`config.mk`:
```
export PLATFORM = sky130hd
export DESIGN_NAME = pipeline_hazard_unit
export DESIGN_NICKNAME = d
export VERILOG_FILES = /design/src/rtl/pipeline_hazard_unit.sv
export SDC_FILE = /design/constraint.sdc
export NUM_CORES = 1
export LEC_CHECK = 0
export ABC_AREA = 1
export BUFFER_PORTS_ARGS = -buffer_cell sky130_fd_sc_hd__buf_2
export CAP_MARGIN = 5
export CORE_MARGIN = 2
export CORE_UTILIZATION = 42
export CTS_BUF_LIST = sky130_fd_sc_hd__clkbuf_4 sky130_fd_sc_hd__clkbuf_8 sky130_fd_sc_hd__clkbuf_16
export DETAILED_ROUTE_END_ITERATION = 8
export GPL_TIMING_DRIVEN = 0
export HOLD_SLACK_MARGIN = 0.1
export PLACE_DENSITY = 0.84
export SYNTH_ARGS = -nofsm -noshare
export SYNTH_HDL_FRONTEND = slang
export SYNTH_SLANG_ARGS = --single-unit
```
`constraint.sdc`:
```
create_clock -name clk -period 2.5 [get_ports clk]
set_clock_uncertainty 0.1 [all_clocks]
set_input_delay 0.25 -clock clk [delete_from_list [all_inputs] [get_ports clk]]
set_output_delay 0.25 -clock clk [all_outputs]
set_load 0.02 [all_outputs]
```
`src/rtl/pipeline_hazard_unit.sv`:
```
// Hazard/back-channel control for a 5-stage pipeline: operand forwarding, load-use stall, memory-wait freeze
// with a sticky watchdog. Optional saturating stall counters are built when STALL_COUNT_EN is defined.
module pipeline_hazard_unit #(
  parameter int MAX_WAIT = 15,
  parameter int CNT_W    = 32
) (
  input  logic             clk,
  input  logic             reset,
  input  logic [4:0]       id_rs,
  input  logic [4:0]       id_rt,
  input  logic             id_uses_rs,
  input  logic             id_uses_rt,
  input  logic [4:0]       ex_dest,
  input  logic             ex_reg_write,
  input  logic             ex_mem_read,
  input  logic [4:0]       mem_dest,
  input  logic             mem_reg_write,
  input  logic [4:0]       wb_dest,
  input  logic             wb_reg_write,
  input  logic             mem_busy,
  output logic [1:0]       fwd_a_sel,
  output logic [1:0]       fwd_b_sel,
  output logic             pc_le,
  output logic             if_id_le,
  output logic             id_ex_le,
  output logic             ex_mem_le,
  output logic             mem_wb_le,
  output logic             id_ex_bubble,
  output logic             mem_wb_bubble,
  output logic             mem_timeout,
  output logic [CNT_W-1:0] load_stall_count,
  output logic [CNT_W-1:0] mem_wait_count
);

  typedef enum logic [1:0] {
    RUN      = 2'd0,
    MEM_WAIT = 2'd1,
    TIMEOUT  = 2'd2
  } wd_state_t;

  localparam logic [7:0] MAX_WAIT_C = 8'(MAX_WAIT);

  wd_state_t  state, state_nxt;
  logic [7:0] wait_cnt, wait_cnt_nxt;

  // A stage supplies a source only when it writes a nonzero register that the ID instruction reads.
  function automatic logic hit(input logic [4:0] dest, input logic wr,
                               input logic [4:0] src, input logic used);
    return wr && used && (dest != 5'd0) && (dest == src);
  endfunction

  logic ex_a, mem_a, wb_a, ex_b, mem_b, wb_b;
  logic load_use, freeze;

  assign ex_a  = hit(ex_dest,  ex_reg_write,  id_rs, id_uses_rs);
  assign mem_a = hit(mem_dest, mem_reg_write, id_rs, id_uses_rs);
  assign wb_a  = hit(wb_dest,  wb_reg_write,  id_rs, id_uses_rs);
  assign ex_b  = hit(ex_dest,  ex_reg_write,  id_rt, id_uses_rt);
  assign mem_b = hit(mem_dest, mem_reg_write, id_rt, id_uses_rt);
  assign wb_b  = hit(wb_dest,  wb_reg_write,  id_rt, id_uses_rt);

  assign load_use = ex_mem_read && (ex_a || ex_b);
  assign freeze   = mem_busy || (state == TIMEOUT);

  // A load in EX has no data yet, so it is skipped and older stages may still forward.
  always_comb begin
    fwd_a_sel = 2'b00;
    fwd_b_sel = 2'b00;
    if (!reset) begin
      if (ex_a && !ex_mem_read) fwd_a_sel = 2'b01;
      else if (mem_a)           fwd_a_sel = 2'b10;
      else if (wb_a)            fwd_a_sel = 2'b11;
      if (ex_b && !ex_mem_read) fwd_b_sel = 2'b01;
      else if (mem_b)           fwd_b_sel = 2'b10;
      else if (wb_b)            fwd_b_sel = 2'b11;
    end
  end

  always_comb begin
    pc_le         = 1'b1;
    if_id_le      = 1'b1;
    id_ex_le      = 1'b1;
    ex_mem_le     = 1'b1;
    mem_wb_le     = 1'b1;
    id_ex_bubble  = 1'b0;
    mem_wb_bubble = 1'b0;
    if (reset) begin
      pc_le         = 1'b0;
      if_id_le      = 1'b0;
      id_ex_le      = 1'b0;
      ex_mem_le     = 1'b0;
      mem_wb_le     = 1'b0;
      id_ex_bubble  = 1'b1;
      mem_wb_bubble = 1'b1;
    end else if (freeze) begin
      pc_le     = 1'b0;
      if_id_le  = 1'b0;
      id_ex_le  = 1'b0;
      ex_mem_le = 1'b0;
      mem_wb_le = 1'b0;
    end else if (load_use) begin
      pc_le        = 1'b0;
      if_id_le     = 1'b0;
      id_ex_bubble = 1'b1;
    end
  end

  always_ff @(posedge clk or posedge reset) begin
    if (reset) begin
      state    <= RUN;
      wait_cnt <= 8'd0;
    end else begin
      state    <= state_nxt;
      wait_cnt <= wait_cnt_nxt;
    end
  end

  always_comb begin
    state_nxt    = state;
    wait_cnt_nxt = wait_cnt;
    case (state)
      RUN: begin
        if (mem_busy) begin
          state_nxt    = MEM_WAIT;
          wait_cnt_nxt = 8'd1;
        end
      end
      MEM_WAIT: begin
        if (!mem_busy) begin
          state_nxt    = RUN;
          wait_cnt_nxt = 8'd0;
        end else if (wait_cnt == MAX_WAIT_C) begin
          state_nxt = TIMEOUT;
        end else begin
          wait_cnt_nxt = wait_cnt + 8'd1;
        end
      end
      TIMEOUT: state_nxt = TIMEOUT;
      default: begin
        state_nxt    = RUN;
        wait_cnt_nxt = 8'd0;
      end
    endcase
  end

  assign mem_timeout = (state == TIMEOUT);

`ifdef STALL_COUNT_EN
  localparam logic [CNT_W-1:0] CNT_ONE = {{(CNT_W-1){1'b0}}, 1'b1};

  logic [CNT_W-1:0] stall_q, wait_q;

  always_ff @(posedge clk or posedge reset) begin
    if (reset) begin
      stall_q <= '0;
      wait_q  <= '0;
    end else begin
      if (load_use && !freeze && (stall_q != '1)) stall_q <= stall_q + CNT_ONE;
      if (mem_busy && (wait_q != '1))             wait_q  <= wait_q + CNT_ONE;
    end
  end

  assign load_stall_count = stall_q;
  assign mem_wait_count   = wait_q;
`else
  assign load_stall_count = '0;
  assign mem_wait_count   = '0;
`endif

endmodule

```
== After elaboration in Yosys (flattened, before gate mapping) ==
Cells that the tools add are included.
Storage, ports and cells
  logic and storage cells: 71
  bits in latches: 0
  input bits: 34
  bits in read-only memories: 0
  memories kept: 0
  bits in writable memories: 0
  output and inout bits: 76
  register bits: 10
Cells by class
  multipliers: 0
  div/mod/pow operators: 0
  reductions and logical operators: 30
  shifts and indexed selects: 0
  magnitude comparators: 0
  add/subtract/negate cells: 1
  bitwise logic cells: 1
  multiplexer cells: 25
  equality and inequality tests: 12
Operator list (count)
  $eq 5x5->1: 6
  $mux 8: 3
  $pmux 8 s3: 1
  $mux 2: 11
  $logic_and 1x1->1: 21
  $reduce_bool 5->1: 3
  $mux 1: 9
  $add 8x1->8 const B: 1
  $eq 8x4->1 const B: 1
  $ne 3x3->1 const B: 2
  $pmux 2 s3: 1
  $reduce_and 3->1: 1
  $eq 2x1->1 const B: 1
  $eq 2x2->1 const B: 1
  $logic_not 2->1: 1
  $logic_or 1x1->1: 2
  $ne 2x2->1 const B: 1
  $reduce_and 2->1: 1
  $logic_not 1->1: 1
  $not 1->1: 1

== Depth between registers and ports, before layout ==
Gate-level depths: netlist of the first run.
  depth after elaboration: 8
  gate-level depth with buffers: 8
  gate-level depth less buffers: 8

== Least setup slack after synthesis of the first run ==
No wires, ideal clock.
  path kind: flip-flop to output port
  from: register state[0]
  to: output pc_le
  required time: 2150 ps
  path buffers: 1
  arrival time: 1425 ps
  stages on the path, launching flop included: 6
  slack: 725 ps
  path through: dfrtp_1 > nor2_1 > nor2_1 > nand2_1 > a21oi_1 > buf_4
On the way
  word-level cells in the longest chain between the ends: 4
RTL lines
  from (decl): line 43  | wd_state_t state, state_nxt;
  from (signal assigned): line 113  | state <= state_nxt;
  $eq 2x2->1
  named net mem_timeout: line 30  | output logic mem_timeout,
  $logic_or 1x1->1: line 63  | assign freeze = mem_busy || (state == TIMEOUT);
  $mux 1: line 95  | end else if (freeze) begin
  $mux 1: line 87  | if (reset) begin
  to (decl): line 23  | output logic pc_le,
The timed path passes the listed nets, and every way through them passes these cells.

== Worst setup path after layout of the first run ==
  from: input reset
  to: output pc_le
On the way
  word-level cells in the longest chain between the ends: 1
RTL lines
  from (decl): line 8  | input logic reset,
  $mux 1: line 87
Every way passes these cells.

==> parameters.txt, run 1 <==
Parameter                              Value

Worst setup path
  Most used cell along the critical path ... sky130_fd_sc_hd__buf_2
  Worst setup path class ... input pin to output pin
  CP startpoint kind ... input pin
  Kind of cell with the highest combined delay on the critical path ... buffers and inverters
  Slowest cell on the critical path ... sky130_fd_sc_hd__dlygate4sd3_1
  Largest fanout on the critical path ... 13
  Sequence of cells on the critical path ... dlygate4sd3_1, buf_2, inv_1, nand2_1, a21oi_1, buf_4, buf_2
  Endpoint class of the critical path ... output pin
  Number of buffer and inverter stages on the critical path ... 5
  Crit path arrival time ... 1880 ps
  Peak per-stage delay on the critical path ... 530 ps
  Required time of the critical path ... 2150 ps

Yosys
  Sequential area share after synthesis ... 14.30%
  Synth top area share ... 29.16%
  Post-synthesis instance area ... 0.001750 mm2
  Warnings, synthesis ... 0
  Seq cells post-synth ... 10
  Number of enable-type register cells in the synthesized netlist ... 0
  Cell variety after synth ... 23
  Synth Area per Inst ... 5.777 um2
  Leading cell types by total area after synthesis ... sky130_fd_sc_hd__buf_4, sky130_fd_sc_hd__nand2_1, sky130_fd_sc_hd__dfrtp_1
  Proportion of synthesized flip-flops having asynchronous set or reset ... 100.0%
  Top cells by instance count after synthesis ... sky130_fd_sc_hd__nand2_1, sky130_fd_sc_hd__buf_4, sky130_fd_sc_hd__nor2_1
  Top cell type by total area after synthesis ... sky130_fd_sc_hd__buf_4
  Number of standard cells after synthesis ... 303
  Count leader, synth ... sky130_fd_sc_hd__nand2_1
  Most used flip-flop cell after synthesis ... sky130_fd_sc_hd__dfrtp_1

STA
  Number of hold-slack violations in the final timing report ... 0
  Unrepaired setup endpoints after global routing ... false
  Max Freq ... 447.8 MHz
  Aggregate negative setup slack ... 0 ps
  Total count of max-transition violations in the final report ... 0
  Final clock period utilization by the worst path ... 89.33%
  Crit path time final ... 2233 ps
  Final setup viols ... 0

Drt
  Total Routed Length ... 4215 um
  WL/cell ... 9.065 um
  Pre-Repair DR Iteration Count ... 4
  Final routed DRC violation total ... 0
  Post-route ant nets ... 0
  Via count normalized by instance count ... 4.108
  Vias ... 1910
  Number of DRC markers after the initial detailed-route iteration ... 96

Floorplan
  Rows ... 23
  Count of pins on the block boundary ... 110
  Die area ... 0.004700 mm2
  Core ar. ... 0.004000 mm2
  Die W ... 68.56 um
  Initial core utilization ... 43.76%
  Die height ... 68.56 um

Power and ir drop
  Static Leakage ... 1.489 nW
  IR Drop Worst-Case VDD ... 0.0002972 V
  Power density over cell area ... 290.9 mW/mm2

CTS
  Total number of clock tree sinks ... 10
  TritonCTS buffer count ... 3
  Clock tree from TritonCTS ... yes
  Clock Latency Late Sink ... 240 ps
  Max clock buf depth ... 2
  Clk pin slew, worst setup/hold paths ... 50 ps
  Buffer count from post-CTS setup fixing ... 0
  PostCTS Resize Cnt ... 0
  H-tree depth ... 1
  CTS Root Cell ... sky130_fd_sc_hd__clkbuf_8

GRT
  Maximum number of pins on one net before global-route repair ... 14
  Global-route wire length before repair ... 6865 um
  Remaining Overflow, GRT ... 0
  Number of antenna violations at the first check in global routing ... 0
  Number of global-route vias before repair ... 1680
  Overall track demand over capacity in global routing ... 18.79%

Final layout
  Area overhead of the layout relative to synthesis ... 32.88%
  Antenna diode count ... 0
  Fin area ... 0.002326 mm2
  Proportion of layout cells with a drive suffix above 1 ... 30.60%
  Fill cell total of the finished layout ... 426
  NumNets Final ... 452

Run
  Max-capacitance violation count ... 0

Placed design
  Last weighted congestion value of the routability-driven placer ... 0.9629
  Port bufs ... 45
  Placed Instance Area ... 0.002275 mm2
  Post-DP HPWL ... 3635 um

Status
  Outcome ... completed

Min path
  Type of the tightest min-delay check ... input pin to register
-- through the flow --
stage               setup slack [ps]  hold WS [ps]  instances  power (mW)  utilization (%)
CTS                            223.4         225.2        465      0.6782            58.15
global route                   77.25         258.1        465      0.7265            58.15
detailed placement             786.4         227.9        461      0.5028            56.87
floorplan                      725.2         14.77        366      0.4338                -
finish                         266.8         234.0        465      0.6766            58.15
global placement               823.3         224.3        461      0.4998            56.87
-- worst reg2reg max path, cell delays in order (launching register included) --
cell and delay [ps]:
sky130_fd_sc_hd__dfrtp_1 380, sky130_fd_sc_hd__ha_1 200, sky130_fd_sc_hd__nand3_1 100, sky130_fd_sc_hd__nor2_1 180
sky130_fd_sc_hd__nand2_2 100, sky130_fd_sc_hd__o21ai_4 140, sky130_fd_sc_hd__inv_4 70, sky130_fd_sc_hd__nand2_1 70
sky130_fd_sc_hd__o21ai_2 50
-- final timing paths --
kind                       cells after the start          end  slack [ps]        start
min in group asynchronous                      3  wait_cnt[3]         520        reset
min                                            3  wait_cnt[7]         230     mem_busy
min reg2reg                                    2  wait_cnt[1]         430  wait_cnt[1]
max                                            7        pc_le         270        reset
max reg2reg                                    8  wait_cnt[4]        1010  wait_cnt[0]
max in group asynchronous                      3     state[1]        1460        reset
-- registers in the layout, summed over array words and instances, names as in the netlist --
signal,count
state,2
wait_cnt,8
-- cell usage in the layout, fill, tap and decap left out --
master	netlist	routed
sky130_fd_sc_hd__o21ai_4	1	1
sky130_fd_sc_hd__dfrtp_1	10	10
sky130_fd_sc_hd__nor2_1	38	38
sky130_fd_sc_hd__buf_2	0	45
sky130_fd_sc_hd__a21oi_1	3	3
sky130_fd_sc_hd__dlygate4sd3_1	0	1
sky130_fd_sc_hd__or2_2	3	3
sky130_fd_sc_hd__xor2_1	2	2
sky130_fd_sc_hd__conb_1	1	64
sky130_fd_sc_hd__buf_4	68	68
sky130_fd_sc_hd__clkbuf_8	0	3
sky130_fd_sc_hd__o21a_1	1	1
sky130_fd_sc_hd__nor3b_1	1	1
sky130_fd_sc_hd__o21ai_0	19	19
sky130_fd_sc_hd__nand3_1	19	19
sky130_fd_sc_hd__nor2_4	1	1
sky130_fd_sc_hd__o21ai_2	2	2
sky130_fd_sc_hd__nand2_1	87	87
sky130_fd_sc_hd__inv_4	1	1
sky130_fd_sc_hd__inv_2	1	1
sky130_fd_sc_hd__inv_1	32	32
sky130_fd_sc_hd__nand2_2	2	2
sky130_fd_sc_hd__ha_1	1	1
sky130_fd_sc_hd__a21boi_0	1	1
sky130_fd_sc_hd__nor3_1	3	3
sky130_fd_sc_hd__nand4_1	6	6
-- kinds of logic after synthesis --
logic type,synth area share (%)
AO/OA/AOI/OAI,9.078
flip-flops,14.30
adder cells (fa/ha/maj),0.7147
buffers and inverters,36.60
AND/OR/NAND/NOR,38.10
other,0.2142
XOR/XNOR,1.001
-- layer usage --
| metal | track usage (%) | routed length [um] |
|---|---|---|
| met5 | 0 | 0 |
| met4 | 6.000 | 78 |
| met3 | 2.273 | 340 |
| met2 | 34.98 | 2058 |
| met1 | 22.12 | 1736 |
-- what timing repair did --
action	CTS	global route
endpoints found under the hold margin	10	0
endpoints found under the setup margin	0	0
hold buffers	1	0
-- power by group --
| part | internal (mW) | switching (mW) | total (mW) |
|---|---|---|---|
| clock | 0.105 | 0.0633 | 0.169 |
| sequential | 0.167 | 0.00580 | 0.173 |
| combinational | 0.131 | 0.203 | 0.335 |
| total | 0.404 | 0.273 | 0.677 |
-- layout make-up --
| type | count | area (um2) | area share, % |
|---|---|---|---|
| Buffer | 68 | 510.5 | 21.95 |
| Clock buffer | 3 | 41.29 | 1.775 |
| Inverter | 34 | 130.1 | 5.594 |
| Multi-Input combinational cell | 254 | 1096 | 47.12 |
| Sequential cell | 10 | 250.2 | 10.76 |
| Tap cell | 50 | 62.56 | 2.690 |
| Timing Repair Buffer | 46 | 235.2 | 10.11 |
No activity file was read; power rests on OpenSTA's default activity.
==> run 2: changes to the inputs <==
Settings changed: RECOVER_POWER set to 50.
Clock period 2.5 ns to 2.64 ns, I/O delays scaled along.
==> run 2 against run 1 <==
Final cell count unchanged; via count grew 0.26%; worst setup slack better by 84 ps; global-route usage is the same; non-clock buffer count stayed put; flip-flop and latch count is the same; highest routed layer unchanged; clock power down 5%; combinational power is 6.0% lower; core utilization decreased by 0.53 points.
==> parameters.txt, run 2 (synthesis gave the netlist of run 1 again) <==
Parameter                              Value

Status
  Outcome ... completed

Final layout
  Area overhead of the layout relative to synthesis ... 31.67%
  Utilization after layout ... 57.62%
  Antenna diode count ... 0
  Most used cells in the layout excluding fill and tap cells ... sky130_fd_sc_hd__nand2_1, sky130_fd_sc_hd__buf_4, sky130_fd_sc_hd__conb_1
  Proportion of layout cells with a drive suffix above 1 ... 29.16%
  Fill cell total of the finished layout ... 432
  Biggest registers after layout ... wait_cnt x8, state x2
  Register bank with the most flops ... wait_cnt
  Area of combinational cells with multiple inputs ... 0.001079 mm2
  Commonest non-fill, non-tap cell in the layout ... sky130_fd_sc_hd__nand2_1
  Register Area ... 250.2 um2
  Number of flip-flops in the largest register ... 8
  NumNets Final ... 452

Drt
  Total Routed Length ... 4197 um
  Via count normalized by instance count ... 4.118
  Post-route ant nets ... 0
  Number of DRC markers after the initial detailed-route iteration ... 74
  WL/cell ... 9.026 um
  Vias ... 1915
  Pre-Repair DR Iteration Count ... 4
  Final routed DRC violation total ... 0

STA
  Total count of max-transition violations in the final report ... 0
  Crit path time final ... 2289 ps
  Unrepaired setup endpoints after global routing ... false
  Final setup viols ... 0
  Final clock period utilization by the worst path ... 86.71%
  Max Freq ... 436.8 MHz
  Relative max-transition margin ... 24.38%
  Aggregate negative setup slack ... 0 ps
  Number of hold-slack violations in the final timing report ... 0
  Actual transition at the worst max-transition pin ... 1122 ps

Floorplan
  Count of pins on the block boundary ... 110
  Die W ... 68.56 um
  Die area ... 0.004700 mm2
  Initial core utilization ... 43.76%
  Rows ... 23
  Core ar. ... 0.004000 mm2
  Die height ... 68.56 um

Worst setup path
  Sequence of cells on the critical path ... dlygate4sd3_1, clkbuf_1, inv_1, nand2_1, a21oi_1, buf_4, buf_2
  Slowest cell on the critical path ... sky130_fd_sc_hd__dlygate4sd3_1
  Peak per-stage delay on the critical path ... 530 ps
  Largest fanout on the critical path ... 13
  Required time of the critical path ... 2280 ps
  Setup slack on the worst flop-to-flop path ... 820 ps
  Worst reg-to-reg path cell count ... 6
  CP startpoint kind ... input pin
  RR Startpoint ... wait_cnt[0]
  Critical register-to-register path endpoint ... wait_cnt[3]
  Crit path arrival time ... 1930 ps
  Worst setup path class ... input pin to output pin
  Endpoint class of the critical path ... output pin

Min path
  Number of cells traversed by the worst hold path ... 3
  Type of the tightest min-delay check ... input pin to register
  Critical hold path startpoint ... mem_busy
  Terminating pin of the worst hold path ... wait_cnt[7]

Power and ir drop
  IR Drop Worst-Case VDD ... 0.0002806 V
  Power density over cell area ... 276.9 mW/mm2
  Static Leakage ... 1.473 nW

GRT
  Global-route wire length before repair ... 6865 um
  Remaining Overflow, GRT ... 0
  Number of global-route vias before repair ... 1680
  Maximum number of pins on one net before global-route repair ... 14
  Overall track demand over capacity in global routing ... 18.79%
  Number of antenna violations at the first check in global routing ... 0

CTS
  Clk pin slew, worst setup/hold paths ... 50 ps
  Buffer count from post-CTS setup fixing ... 0
  TritonCTS buffer count ... 3
  Clock tree from TritonCTS ... yes
  H-tree depth ... 1
  Max clock buf depth ... 2
  CTS Root Cell ... sky130_fd_sc_hd__clkbuf_8
  Total number of clock tree sinks ... 10
  Clock Latency Late Sink ... 240 ps

Placed design
  Port bufs ... 45
  Post-DP HPWL ... 3635 um
  Last weighted congestion value of the routability-driven placer ... 0.9629

Run
  Max-capacitance violation count ... 0
run 2: changes by cell type in the layout (fill, tap and decap cells not counted):
| cell | previous run | this run |
|---|---|---|
| sky130_fd_sc_hd__buf_2 | 45 | 42 |
| sky130_fd_sc_hd__clkbuf_1 | 0 | 3 |
| sky130_fd_sc_hd__o21ai_4 | 1 | 0 |
| sky130_fd_sc_hd__nand2_1 | 87 | 88 |
| sky130_fd_sc_hd__o21ai_0 | 19 | 21 |
| sky130_fd_sc_hd__nand2_2 | 2 | 1 |
| sky130_fd_sc_hd__o21ai_2 | 2 | 1 |
run 2: per-stage QoR:
| stage | setup WS [ps] | instances | hold WS [ps] | area [um2] | total power, mW |
|---|---|---|---|---|---|
| after floorplan | 851.2 | 366 | 28.77 | 1987 | 0.4108 |
| after global placement | 935.3 | 461 | 238.3 | 2275 | 0.4733 |
| after detailed placement | 898.4 | 461 | 241.9 | 2275 | 0.4762 |
| after CTS | 335.4 | 465 | 239.2 | 2326 | 0.6423 |
| after global routing | 148.0 | 465 | 272.2 | 2305 | 0.6858 |
| final | 350.8 | 465 | 245.1 | 2305 | 0.6383 |
run 2: critical path: cells and delay by family:
kind | cells | cell delay [ps]
AOI/OAI and AO/OA | 1 | 170
buffers and inverters | 5 | 1340
and+or+nand+nor | 1 | 140
run 2: final cells by class:
cell class | instances | area share [%]
Tap cell | 50 | 2.714
Multi-Input combinational cell | 254 | 46.80
Clock buffer | 3 | 1.792
Inverter | 34 | 5.646
Timing Repair Buffer | 46 | 10.04
Buffer | 68 | 22.15
Sequential cell | 10 | 10.86
run 2: timing repair:
| item | 4_1_cts | 5_1_grt |
|---|---|---|
| hold buffers | 1 | 0 |
| gates resized for setup | 0 | 0 |
| endpoints found under the hold margin | 10 | 0 |
run 2: worst max path at each step:
stage,startpoint,to,slack [ps],cells after the start
2_1_floorplan,state[0],pc_le,850,5
3_3_place_gp,reset,pc_le,940,6
3_5_place_dp,reset,pc_le,900,6
4_1_cts,reset,pc_le,340,7
5_1_grt,reset,pc_le,150,7
6_report,reset,pc_le,350,7
run 2: where the power goes:
part	switching, mW	internal (mW)	total [mW]
sequential	0.00503	0.158	0.163
clock	0.0598	0.0998	0.160
combinational	0.192	0.123	0.315
run 2: layer usage:
metal  routed length [um]  global-route usage [%]  up-vias
met5                    0                       0        -
met4                   78                   6.000        0
met3                  334                   2.273        9
met2                 2056                   34.98       73
met1                 1728                   22.12      796
li1                     -                       -     1037
